## src/rtl/cnn_host_seq.sv

```systemverilog
// Hardware sequencer for cnn_accel: streams image/kernel bytes into the register
// interface, kicks off a run, waits for done and drains results on a valid/ready stream.
module cnn_host_seq #(
  parameter int          IMG_N      = 25,
  parameter int          KER_N      = 9,
  parameter int          RES_N      = 9,
  parameter logic [31:0] IMG_ADDR   = 32'h004,
  parameter logic [31:0] KER_ADDR   = 32'h008,
  parameter logic [31:0] START_ADDR = 32'h00C,
  parameter logic [31:0] RES_BASE   = 32'h080,
  parameter int          TIMEOUT    = 4096
) (
  input  logic        clk,
  input  logic        rst,
  input  logic        start,
  input  logic        abort,
  output logic        busy,
  output logic        done_o,
  output logic        err,
  input  logic        src_valid,
  output logic        src_ready,
  input  logic [7:0]  src_data,
  output logic        cnn_en,
  output logic        w_en,
  output logic [31:0] w_addr,
  output logic [31:0] wdata,
  output logic        r_en,
  output logic [31:0] r_addr,
  input  logic [31:0] rdata,
  input  logic        acc_done,
  output logic        res_valid,
  input  logic        res_ready,
  output logic [15:0] res_data,
  output logic [3:0]  res_idx
);

  localparam int TW = $clog2(TIMEOUT + 1);

  typedef enum logic [3:0] {
    S_IDLE, S_LOAD_IMG, S_LOAD_KER, S_START, S_WAIT_DONE,
    S_READ_REQ, S_READ_CAP, S_OUT, S_FINISH
  } state_t;

  state_t        state, state_n;
  logic [15:0]   idx, idx_n;
  logic [3:0]    res_cnt, res_cnt_n;
  logic [TW-1:0] tcnt, tcnt_n;

  logic        busy_n, done_n, err_n, src_ready_n, cnn_en_n, w_en_n, r_en_n, res_valid_n;
  logic [31:0] w_addr_n, wdata_n, r_addr_n;
  logic [15:0] res_data_n;
  logic [3:0]  res_idx_n;
  logic        accept;

  logic unused_rdata;
  assign unused_rdata = ^rdata[31:16];

  assign accept = src_valid && src_ready;

  // Every output is computed one cycle ahead here and registered below.
  always_comb begin
    state_n     = state;
    idx_n       = idx;
    res_cnt_n   = res_cnt;
    tcnt_n      = tcnt;
    busy_n      = busy;
    cnn_en_n    = cnn_en;
    done_n      = 1'b0;
    err_n       = err;
    src_ready_n = src_ready;
    w_en_n      = 1'b0;
    w_addr_n    = w_addr;
    wdata_n     = wdata;
    r_en_n      = r_en;
    r_addr_n    = r_addr;
    res_valid_n = res_valid;
    res_data_n  = res_data;
    res_idx_n   = res_idx;

    if (abort) begin
      state_n     = S_IDLE;
      busy_n      = 1'b0;
      cnn_en_n    = 1'b0;
      err_n       = 1'b0;
      src_ready_n = 1'b0;
      r_en_n      = 1'b0;
      res_valid_n = 1'b0;
      idx_n       = '0;
      res_cnt_n   = '0;
      tcnt_n      = '0;
    end else begin
      case (state)
        S_IDLE: begin
          if (start) begin
            state_n     = S_LOAD_IMG;
            busy_n      = 1'b1;
            cnn_en_n    = 1'b1;
            src_ready_n = 1'b1;
            err_n       = 1'b0;
            idx_n       = '0;
          end
        end
        S_LOAD_IMG: begin
          if (accept) begin
            w_en_n   = 1'b1;
            w_addr_n = IMG_ADDR;
            wdata_n  = {idx, 8'h00, src_data};
            if (idx == 16'(IMG_N - 1)) begin
              idx_n       = '0;
              src_ready_n = 1'b0;
              state_n     = S_LOAD_KER;
            end else begin
              idx_n = idx + 16'd1;
            end
          end
        end
        S_LOAD_KER: begin
          // src_ready is low for the first cycle here, so no byte slips in on the switch.
          src_ready_n = 1'b1;
          if (accept) begin
            w_en_n   = 1'b1;
            w_addr_n = KER_ADDR;
            wdata_n  = {idx, 8'h00, src_data};
            if (idx == 16'(KER_N - 1)) begin
              idx_n       = '0;
              src_ready_n = 1'b0;
              state_n     = S_START;
            end else begin
              idx_n = idx + 16'd1;
            end
          end
        end
        S_START: begin
          w_en_n   = 1'b1;
          w_addr_n = START_ADDR;
          wdata_n  = 32'h1;
          tcnt_n   = '0;
          state_n  = S_WAIT_DONE;
        end
        S_WAIT_DONE: begin
          // tcnt==0 is the cycle the start write lands, so a done left over from the last run is ignored.
          if (tcnt != '0 && acc_done) begin
            state_n   = S_READ_REQ;
            res_cnt_n = '0;
            r_en_n    = 1'b1;
            r_addr_n  = RES_BASE;
          end else if (tcnt == TW'(TIMEOUT - 1)) begin
            state_n = S_FINISH;
            done_n  = 1'b1;
            err_n   = 1'b1;
          end else begin
            tcnt_n = tcnt + 1'b1;
          end
        end
        S_READ_REQ: state_n = S_READ_CAP;
        S_READ_CAP: begin
          r_en_n      = 1'b0;
          res_valid_n = 1'b1;
          res_idx_n   = res_cnt;
          res_data_n  = rdata[15:0];
          state_n     = S_OUT;
        end
        S_OUT: begin
          if (res_ready) begin
            res_valid_n = 1'b0;
            res_cnt_n   = res_cnt + 4'd1;
            if (res_cnt_n == 4'(RES_N)) begin
              state_n = S_FINISH;
              done_n  = 1'b1;
              err_n   = 1'b0;
            end else begin
              state_n  = S_READ_REQ;
              r_en_n   = 1'b1;
              r_addr_n = RES_BASE + (32'(res_cnt_n) << 2);
            end
          end
        end
        S_FINISH: begin
          busy_n   = 1'b0;
          cnn_en_n = 1'b0;
          err_n    = 1'b0;
          state_n  = S_IDLE;
        end
        default: state_n = S_IDLE;
      endcase
    end
  end

  always_ff @(posedge clk or negedge rst) begin
    if (!rst) begin
      state     <= S_IDLE;
      idx       <= '0;
      res_cnt   <= '0;
      tcnt      <= '0;
      busy      <= 1'b0;
      cnn_en    <= 1'b0;
      done_o    <= 1'b0;
      err       <= 1'b0;
      src_ready <= 1'b0;
      w_en      <= 1'b0;
      w_addr    <= '0;
      wdata     <= '0;
      r_en      <= 1'b0;
      r_addr    <= '0;
      res_valid <= 1'b0;
      res_data  <= '0;
      res_idx   <= '0;
    end else begin
      state     <= state_n;
      idx       <= idx_n;
      res_cnt   <= res_cnt_n;
      tcnt      <= tcnt_n;
      busy      <= busy_n;
      cnn_en    <= cnn_en_n;
      done_o    <= done_n;
      err       <= err_n;
      src_ready <= src_ready_n;
      w_en      <= w_en_n;
      w_addr    <= w_addr_n;
      wdata     <= wdata_n;
      r_en      <= r_en_n;
      r_addr    <= r_addr_n;
      res_valid <= res_valid_n;
      res_data  <= res_data_n;
      res_idx   <= res_idx_n;
    end
  end

endmodule

```

## config.mk

```make
export PLATFORM = sky130hd
export DESIGN_NAME = cnn_host_seq
export DESIGN_NICKNAME = d
export VERILOG_FILES = /design/src/rtl/cnn_host_seq.sv
export SDC_FILE = /design/constraint.sdc
export NUM_CORES = 1
export LEC_CHECK = 0
export CORE_MARGIN = 2
export CORE_UTILIZATION = 50
export CTS_CLUSTER_DIAMETER = 200
export DETAILED_ROUTE_END_ITERATION = 7
export PLACE_DENSITY = 0.85
export SLEW_MARGIN = 20
export SYNTH_ARGS = -nofsm -noshare
export SYNTH_HDL_FRONTEND = slang
export SYNTH_SLANG_ARGS = --single-unit
```

## constraint.sdc

```tcl
create_clock -name clk -period 3.6 [get_ports clk]
set_input_delay 0.72 -clock clk [delete_from_list [all_inputs] [get_ports clk]]
set_output_delay 0.72 -clock clk [all_outputs]
set_load 0.01 [all_outputs]
```

Word level (Yosys, flattened, before mapping)
Cells that the tools add are included.
- divide/modulo/power cells: 0
- bitwise logic cells: 1
- shift operators: 0
- $mul: 0
- reduce and logical (&&, ||, !) cells: 28
- eq/ne operators: 31
- multiplexer cells: 68
- add/subtract/negate cells: 4
- $lt $le $gt $ge: 0
- operator list (operator ; count):
    $mux W32 ; 6
    $pmux W32 S2 ; 2
    $mux W16 ; 6
    $pmux W32 S3 ; 1
    $mux W4 ; 13
    $pmux W16 S3 ; 1
    $mux W13 ; 3
    $ne A3 B3 Y1 const B ; 12
    $pmux W4 S8 ; 1
    $mux W1 ; 26
    $pmux W13 S2 ; 1
    $add A16 B1 Y16 const B ; 1
    $eq A16 B4 Y1 const B ; 1
    $eq A16 B5 Y1 const B ; 1
    $eq A4 B3 Y1 const B ; 4
    $reduce_and A4 Y1 ; 4
    $reduce_bool A3 Y1 ; 5
    $add A13 B1 Y13 const B ; 1
    $eq A13 B12 Y1 const B ; 1
    $reduce_bool A13 Y1 ; 1
    $ne A2 B2 Y1 const B ; 5
    $add A8 B6 Y9 const A ; 1
    $reduce_and A3 Y1 ; 3
    $eq A4 B2 Y1 const B ; 2
    other kinds (20) ; 30
- output and inout port bits: 124
- RAM bits: 0
- register bits after elaboration: 160
- bits in read-only memories: 0
- latch bits: 0
- word-level logic and storage cells: 148
- memories kept: 0

Logic depth before layout (Yosys ltp)
Gate-level depths: netlist of run 1.
- depth in word-level cells: 6
- gate-level depth with buffers: 8

Worst setup path after synthesis of run 1
No wires, ideal clock.
- path kind: register to register
- from: reg tcnt[0]
- to: reg tcnt[11]
- slack: 1.314 ns
- data arrival time: 2.219 ns
- stages on the path, launching flop included: 9
- buffers on the path: 0
- period minus slack after synthesis: 2.286 ns
- cells stage by stage: dfrtp_1 inv_1 ha_1 or4b_1 o31ai_4 nand2b_2 nand4_4 or4_1 nand2_1
- word-level cells in the longest chain between the ends: 5
- elaborated cells between the ends (all ways): 11
- classes of those cells: 1 x add/sub; 3 x eq/ne; 4 x mux; 3 x reduce/logical
- RTL lines (what ; RTL line ; text):
    start, declared ; 47 ; logic [TW-1:0] tcnt, tcnt_n;
    start signal, assigned ; 212 ; tcnt <= tcnt_n;
    $add A13 B1 Y13 ; 152 ; tcnt_n = tcnt + 1'b1;
    $mux W13 ; 147 ; end else if (tcnt == TW'(TIMEOUT - 1)) begin
    $mux W13 ; 142 ; if (tcnt != '0 && acc_done) begin
    $pmux W13 S2 ; 92 ; case (state)
    $mux W13 ; 80 ; if (abort) begin
Several ways; a longest one is shown, not always the timed one. The select of a mux whose other input is x is not followed.
A chain may end at the register's enable or synchronous reset.

Worst setup path after layout of run 1
- from: reg tcnt[0]
- to: reg r_addr[3]
- word-level cells in the longest chain between the ends: 4
- RTL lines (what ; RTL line ; text):
    $reduce_bool A13 Y1 ; 142 ;
    $logic_and A1 B1 Y1 ; 142 ;
    $ne A2 B2 Y1 (no line) ; n/a ;
    $reduce_and A5 Y1 (no line) ; n/a ;
    end signal, assigned ; 222 ; r_addr <= r_addr_n;
    end, declared ; 28 ; output logic [31:0] r_addr,
No other way between the ends.

==> results of run 1 <==
==> final timing paths <==
path / from / cells after the start / endpoint / slack [ns]
setup / recovery: tcnt[0]$_DFFE_PN0P_ / 7 / r_addr[3]$_DFFE_PN0P_ / 1.01
hold / removal: rst / 2 / tcnt[3]$_DFFE_PN0P_ / 0.36
setup reg to reg: tcnt[0]$_DFFE_PN0P_ / 7 / r_addr[3]$_DFFE_PN0P_ / 1.01
hold reg to reg: r_addr[7]$_DFFE_PN0P_ / 1 / r_addr[7]$_DFFE_PN0P_ / 0.48
max in group asynchronous: rst / 2 / src_ready$_DFFE_PN0P_ / 2.81
min in group clk: r_addr[7]$_DFFE_PN0P_ / 1 / r_addr[7]$_DFFE_PN0P_ / 0.48
==> power by group <==
group,internal [mW],switching (mW)
Combinational,0.356,0.409
Sequential,1.18,0.109
Clock,0.423,0.399
==> synthesized netlist by cell type (12+ instances only) <==
cell      number  area (µm²)
mux2_2        24         270
a21oi_1       20         100
nand3_1       16        80.1
nor2_1        49         184
nand2b_1      12        75.1
nor3_1        12        60.1
dfrtp_1       95        2380
o21ai_0       48         240
buf_4         67         503
nand2_1       80         300
clkbuf_1      20        75.1
inv_1         12        45.0
==> state kept, by name (all words and copies together), names as in the netlist, 2 cells and up <==
name / count
wdata: 24
idx: 16
res_data: 16
tcnt: 13
r_addr: 5
res_cnt: 4
res_idx: 4
state: 4
w_addr: 2
==> metal layers <==
layer,up-vias,global-route usage,share of wire
met5,-,0,0
met4,0,0.0461,0.010
met3,11,0.0435,0.052
met2,121,0.372,0.53
met1,1985,0.257,0.41
li1,1946,-,-
==> worst register-to-register path, delay by kind of cell (launching register included) <==
kind	cells	cell delay [ns]
DFF	1	0.43
muxes	1	0.37
AOI/OAI and AO/OA	2	0.66
adders and majority gates	1	0.14
and+or+nand+nor	2	0.79
buffers and inverters	1	0.09
==> cell usage in the layout, fill, tap and decap left out, drive strengths merged, types with 2 or more instances in the layout <==
master and n:
a211oi 3, a21boi 3, a21oi 20, and2 5
and3 7, buf 7, bufinv 2, clkbuf 10
clkdlybuf4s50 88, conb 65, dfrtp 95, ha 6
inv 16, mux2 24, mux2i 3, nand2 80
nand2b 13, nand3 16, nand4 5, nor2 49
nor2b 5, nor3 12, nor3b 2, nor4 6
o211ai 3, o21ai 48, o31ai 6, or2 2
or3 4, or4 5, xnor2 10, xor2 5
==> final cells by class <==
cell class | instances | area (µm²)
repair buffers | 95 | 946
multi-input cells | 428 | 2450
clock inverters | 6 | 97.6
fillers | 911 | 4010
flip-flops and latches | 95 | 2380
well taps | 136 | 170
inverters | 12 | 45.0
clock buffers | 10 | 138
==> logic make-up after synthesis <==
family | share of synthesized area
simple gates | 0.207
fa+ha+maj | 0.0144
flops | 0.456
other cells | 0.000719
mux | 0.0575
compound gates | 0.116
xor+xnor | 0.0252
buf+inv | 0.123
==> flow_summary.toml, run 1 <==
[grt]
grt_pass1_wl_um = 19100
grt_use_total = 0.208
grt_overflow = 0
antenna_found_initial = 0
grt_max_degree = 96
grt_pass1_vias = 4017

[power]
power_density_nw_per_um2 = 462
max-vdd-ir-drop_v = 0.000228
p_leak_nw = 2.71
power_mw = 2.87

[place]
dp_hpwl_um = 8060
gp_congestion = 0.882
placed_area_um2 = 5990
post-place-ws_ns = 0.724
dp_cells = 766
io_buffers = 89

[drt]
antenna_left = 0
drt-total-wl_um = 11300
vias_per_cell = 5.20
firstDrtPassIters = 4
routedWlPerCell_um = 14.5
drt_iter0_markers = 206
drc_errors = 0
via_count = 4063

[yosys]
ys_seq_area_frac = 0.456
netlist_area_um2 = 5220
yosysWarningCount = 0
synth-seq-cells = 95
synth_edf_count = 0
ys_types = 59
synthArstFlopShare = 1.00
ys.flop_type = "dfrtp_1"
avgSynthCellArea_um2 = 9.30
synth_cells = 561

[clock_tree]
cts_setup_buffers = 0
clk_pin_slew_worst_paths_ns = 0.10
clockBufferDepth = 2
ctsResizeCount = 0
cts_tree = "yes"
clk_latency_ns = 0.37
cts_inserted_buffers = 9
cts_max_level = 3
cts-root-buf = "clkbuf_8"
cts.sinks = 95
holdBufCountCts = 0

[timing]
period_share = 0.720
rsz0062_at_grt = "false"
hold_ws_ns = 0.364
final.setup.tns_ns = 0
worst_slew_pin_slew_ns = 0.697
hold_viol_final = 0
finalMaxSlewViolations = 0
setup_ws_ns = 1.01
finalSetupViolations = 0
period_needed_ns = 2.59
max_freq_mhz = 386
slew_headroom = 0.535
clock_skew_ns = 0.0115

[job]
cap_violations = 0

[critical_path]
worstSetupStartpointType = "flip-flop"
slowest_delay_ns = 0.49
crit_chain = "inv_1 > ha_1 > or4b_1 > o31ai_4 > o21ai_0 > nand3_1 > mux2_2"
critical_path_arrival_ns = 2.84
cp.required_ns = 3.85
cp.buffers_inverters = 1
critPathTopFamily = "simple AND/OR/NAND/NOR gates"
worstPathMaxFanout = 8
path_class = "flip-flop to flip-flop"
end_kind = "flip-flop"
worst_path_max_delay_cell = "or4b_1"

[floorplanning]
initial_utilization = 0.510
rows = 37
die_area_um2 = 11300
chipHeight_um = 106
num_io_pins = 171
die_w_um = 106
core_um2 = 10200

[status]
status = "completed"

[finish]
final_area_um2 = 6220
final_nets = 694
fin_cells = 782
final_layout_size_suffix_gt1_frac = 0.0929
fin_util = 0.608
num_antenna_cells = 0
synthToLayoutAreaGrowth_pct = 19.2

[hold_path]
min_path_type = "input pin to asynchronous set/reset pin"
(Power assumes the default switching activity.)
==> run 2: changes to the inputs <==
--- a/config.mk
+++ b/config.mk
@@ -6,10 +6,10 @@
 export NUM_CORES = 1
 export LEC_CHECK = 0
 export CORE_MARGIN = 2
-export CORE_UTILIZATION = 50
+export CORE_UTILIZATION = 42
 export CTS_CLUSTER_DIAMETER = 200
 export DETAILED_ROUTE_END_ITERATION = 7
-export PLACE_DENSITY = 0.85
+export PLACE_DENSITY = 0.76
 export SLEW_MARGIN = 20
 export SYNTH_ARGS = -nofsm -noshare
 export SYNTH_HDL_FRONTEND = slang
==> constraint.sdc (replaced) <==
create_clock -name clk -period 2.1 [get_ports clk]
set_input_delay 0.42 -clock clk [delete_from_list [all_inputs] [get_ports clk]]
set_output_delay 0.42 -clock clk [all_outputs]
set_load 0.01 [all_outputs]
==> flow_summary.toml, run 2 (synthesis results as in run 1) <==
[status]
status = "finished, violations left"
violations = "setup timing"

[power]
power_density_nw_per_um2 = 762
p_comb_frac = 0.328
power.share.switching = 0.329
power_switching_mw = 1.84
power_frac_seq = 0.383
p_int_mw = 3.77
clockPowerShare = 0.288
max-vdd-ir-drop_v = 0.000478
p_leak_nw = 3.31

[grt]
grt_pass1_vias = 4414
antenna_found_initial = 0
grt_use_total = 0.195
grt_overflow = 0
grt_max_degree = 50
grt_pass1_wl_um = 20900

[timing]
final.setup.tns_ns = -1.46
finalMaxSlewViolations = 0
period_needed_ns = 2.30
rsz0062_at_grt = "true"
finalSetupViolations = 18
max_freq_mhz = 435
period_share = 1.10
hold_viol_final = 0
setup_ws_ns = -0.200
hold_ws_ns = 0.466
clock_skew_ns = 0.00872

[critical_path]
end_kind = "flip-flop"
crit_chain = "inv_2 > ha_4 > or4b_4 > o31ai_4 > nand2b_4 > buf_4 > nand2_1 > or3_1 > mux2i_1"
worstPathMaxFanout = 3
worstSetupStartpointType = "flip-flop"
path_class = "flip-flop to flip-flop"
worst_path_max_delay_cell = "or4b_4"
cp.required_ns = 2.37
critical_path_arrival_ns = 2.56
slowest_delay_ns = 0.47

[drt]
routedWlPerCell_um = 15.0
antenna_left = 0
via_count = 4546
firstDrtPassIters = 5
vias_per_cell = 5.03
drt-total-wl_um = 13500
drc_errors = 0
drt_iter0_markers = 290

[clock_tree]
clk_latency_ns = 0.36
cts_max_level = 3
cts-root-buf = "clkbuf_16"
clockBufferDepth = 2
clk_pin_slew_worst_paths_ns = 0.07
cts_inserted_buffers = 9
cts_tree = "yes"
cts.sinks = 95

[finish]
num_antenna_cells = 0
layout_common_cells = "dfrtp_1, clkdlybuf4s50_1, buf_4"
synthToLayoutAreaGrowth_pct = 41.2
reg_top3 = "wdata x24, idx x16, res_data x16"
regArea_um2 = 2380
largest_register_ffs = 24
multi_input_area_um2 = 2740
regMostFlops = "wdata"
final_nets = 784
n_fill_cell = 977
final_layout_size_suffix_gt1_frac = 0.262
layout_commonest_cell = "dfrtp_1"

[floorplanning]
num_io_pins = 171
die_w_um = 115
rows = 40
initial_utilization = 0.433
core_um2 = 12100
chipHeight_um = 115
die_area_um2 = 13300

[place]
gp_congestion = 0.877
io_buffers = 89
dp_hpwl_um = 9310

[hold_path]
min_path_type = "flip-flop to flip-flop"

[job]
cap_violations = 0
-- run 2: cell types whose count changed in the layout (fill, tap and decap cells not counted), moves of 7 or more --
cell,before,now
o21ai_0,47,33
clkbuf_8,10,0
clkbuf_16,0,9
o21ai_1,0,10
buf_4,6,83
buf_6,0,7
-- run 2: worst paths after layout --
| kind | from | end | slack [ns] | cells past startpoint |
|---|---|---|---|---|
| min in group asynchronous | rst | res_cnt[2]$_DFFE_PN0P_ | 0.53 | 2 |
| min | r_addr[7]$_DFFE_PN0P_ | r_addr[7]$_DFFE_PN0P_ | 0.47 | 1 |
| max reg2reg | tcnt[0]$_DFFE_PN0P_ | tcnt[6]$_DFFE_PN0P_ | -0.20 | 9 |
| min reg2reg | r_addr[7]$_DFFE_PN0P_ | r_addr[7]$_DFFE_PN0P_ | 0.47 | 1 |
| max | tcnt[0]$_DFFE_PN0P_ | tcnt[6]$_DFFE_PN0P_ | -0.20 | 9 |
| max in group asynchronous | rst | res_data[1]$_DFFE_PN0P_ | 0.96 | 3 |
-- run 2: timing repair --
| action | in CTS | in global routing |
|---|---|---|
| hold endpoints to repair | 11 | 0 |
| endpoints found under the setup margin | 30 | 41 |
| pin swaps | 9 | 36 |
| buffers inserted | 3 | 14 |
| gates resized for setup | 11 | 73 |
| hold buffers | 1 | 0 |
-- run 2: critical path: cells and delay by family (launching register included) --
family	cells	cell delay, ns
buffers and inverters	2	0.21
adders and majority gates	1	0.12
muxes	1	0.18
DFF	1	0.40
and+or+nand+nor	4	1.06
AOI/OAI and AO/OA	1	0.25
-- run 2: layer usage --
| layer | track usage | up-vias | share of wire |
|---|---|---|---|
| li1 | - | 2129 | - |
| met1 | 0.237 | 2233 | 0.39 |
| met2 | 0.340 | 159 | 0.54 |
| met3 | 0.0408 | 25 | 0.051 |
| met4 | 0.0771 | 0 | 0.017 |
| met5 | 0 | - | 0 |
-- run 2: final cells by class --
cell class | instances | share of cell area
clock buffers | 9 | 0.0306
repair buffers | 185 | 0.232
clock inverters | 7 | 0.00866
flip-flops and latches | 95 | 0.323
multi-input cells | 428 | 0.371
inverters | 12 | 0.00611
well taps | 168 | 0.0285
-- run 2: power groups by stage --
stage	clock network (mW)	logic, mW	registers (mW)
2_1_floorplan	0	0.789	2.25
3_3_place_gp	0	1.56	2.17
3_5_place_dp	0	1.62	2.18
4_1_cts	1.64	1.63	2.15
5_1_grt	1.73	1.99	2.18
6_report	1.62	1.84	2.15
-- run 2: metrics by stage --
step / util / std cells / area (µm²) / worst slack, ns / power [mW]
global route: 0.611 / 904 / 7370 / -0.277 / 5.90
detailed placement: 0.549 / 871 / 6620 / -0.291 / 3.80
finish: 0.611 / 904 / 7370 / -0.200 / 5.61
floorplan: - / 625 / 5480 / -0.110 / 3.04
global placement: 0.549 / 871 / 6620 / -0.291 / 3.73
CTS: 0.579 / 891 / 6980 / -0.128 / 5.42
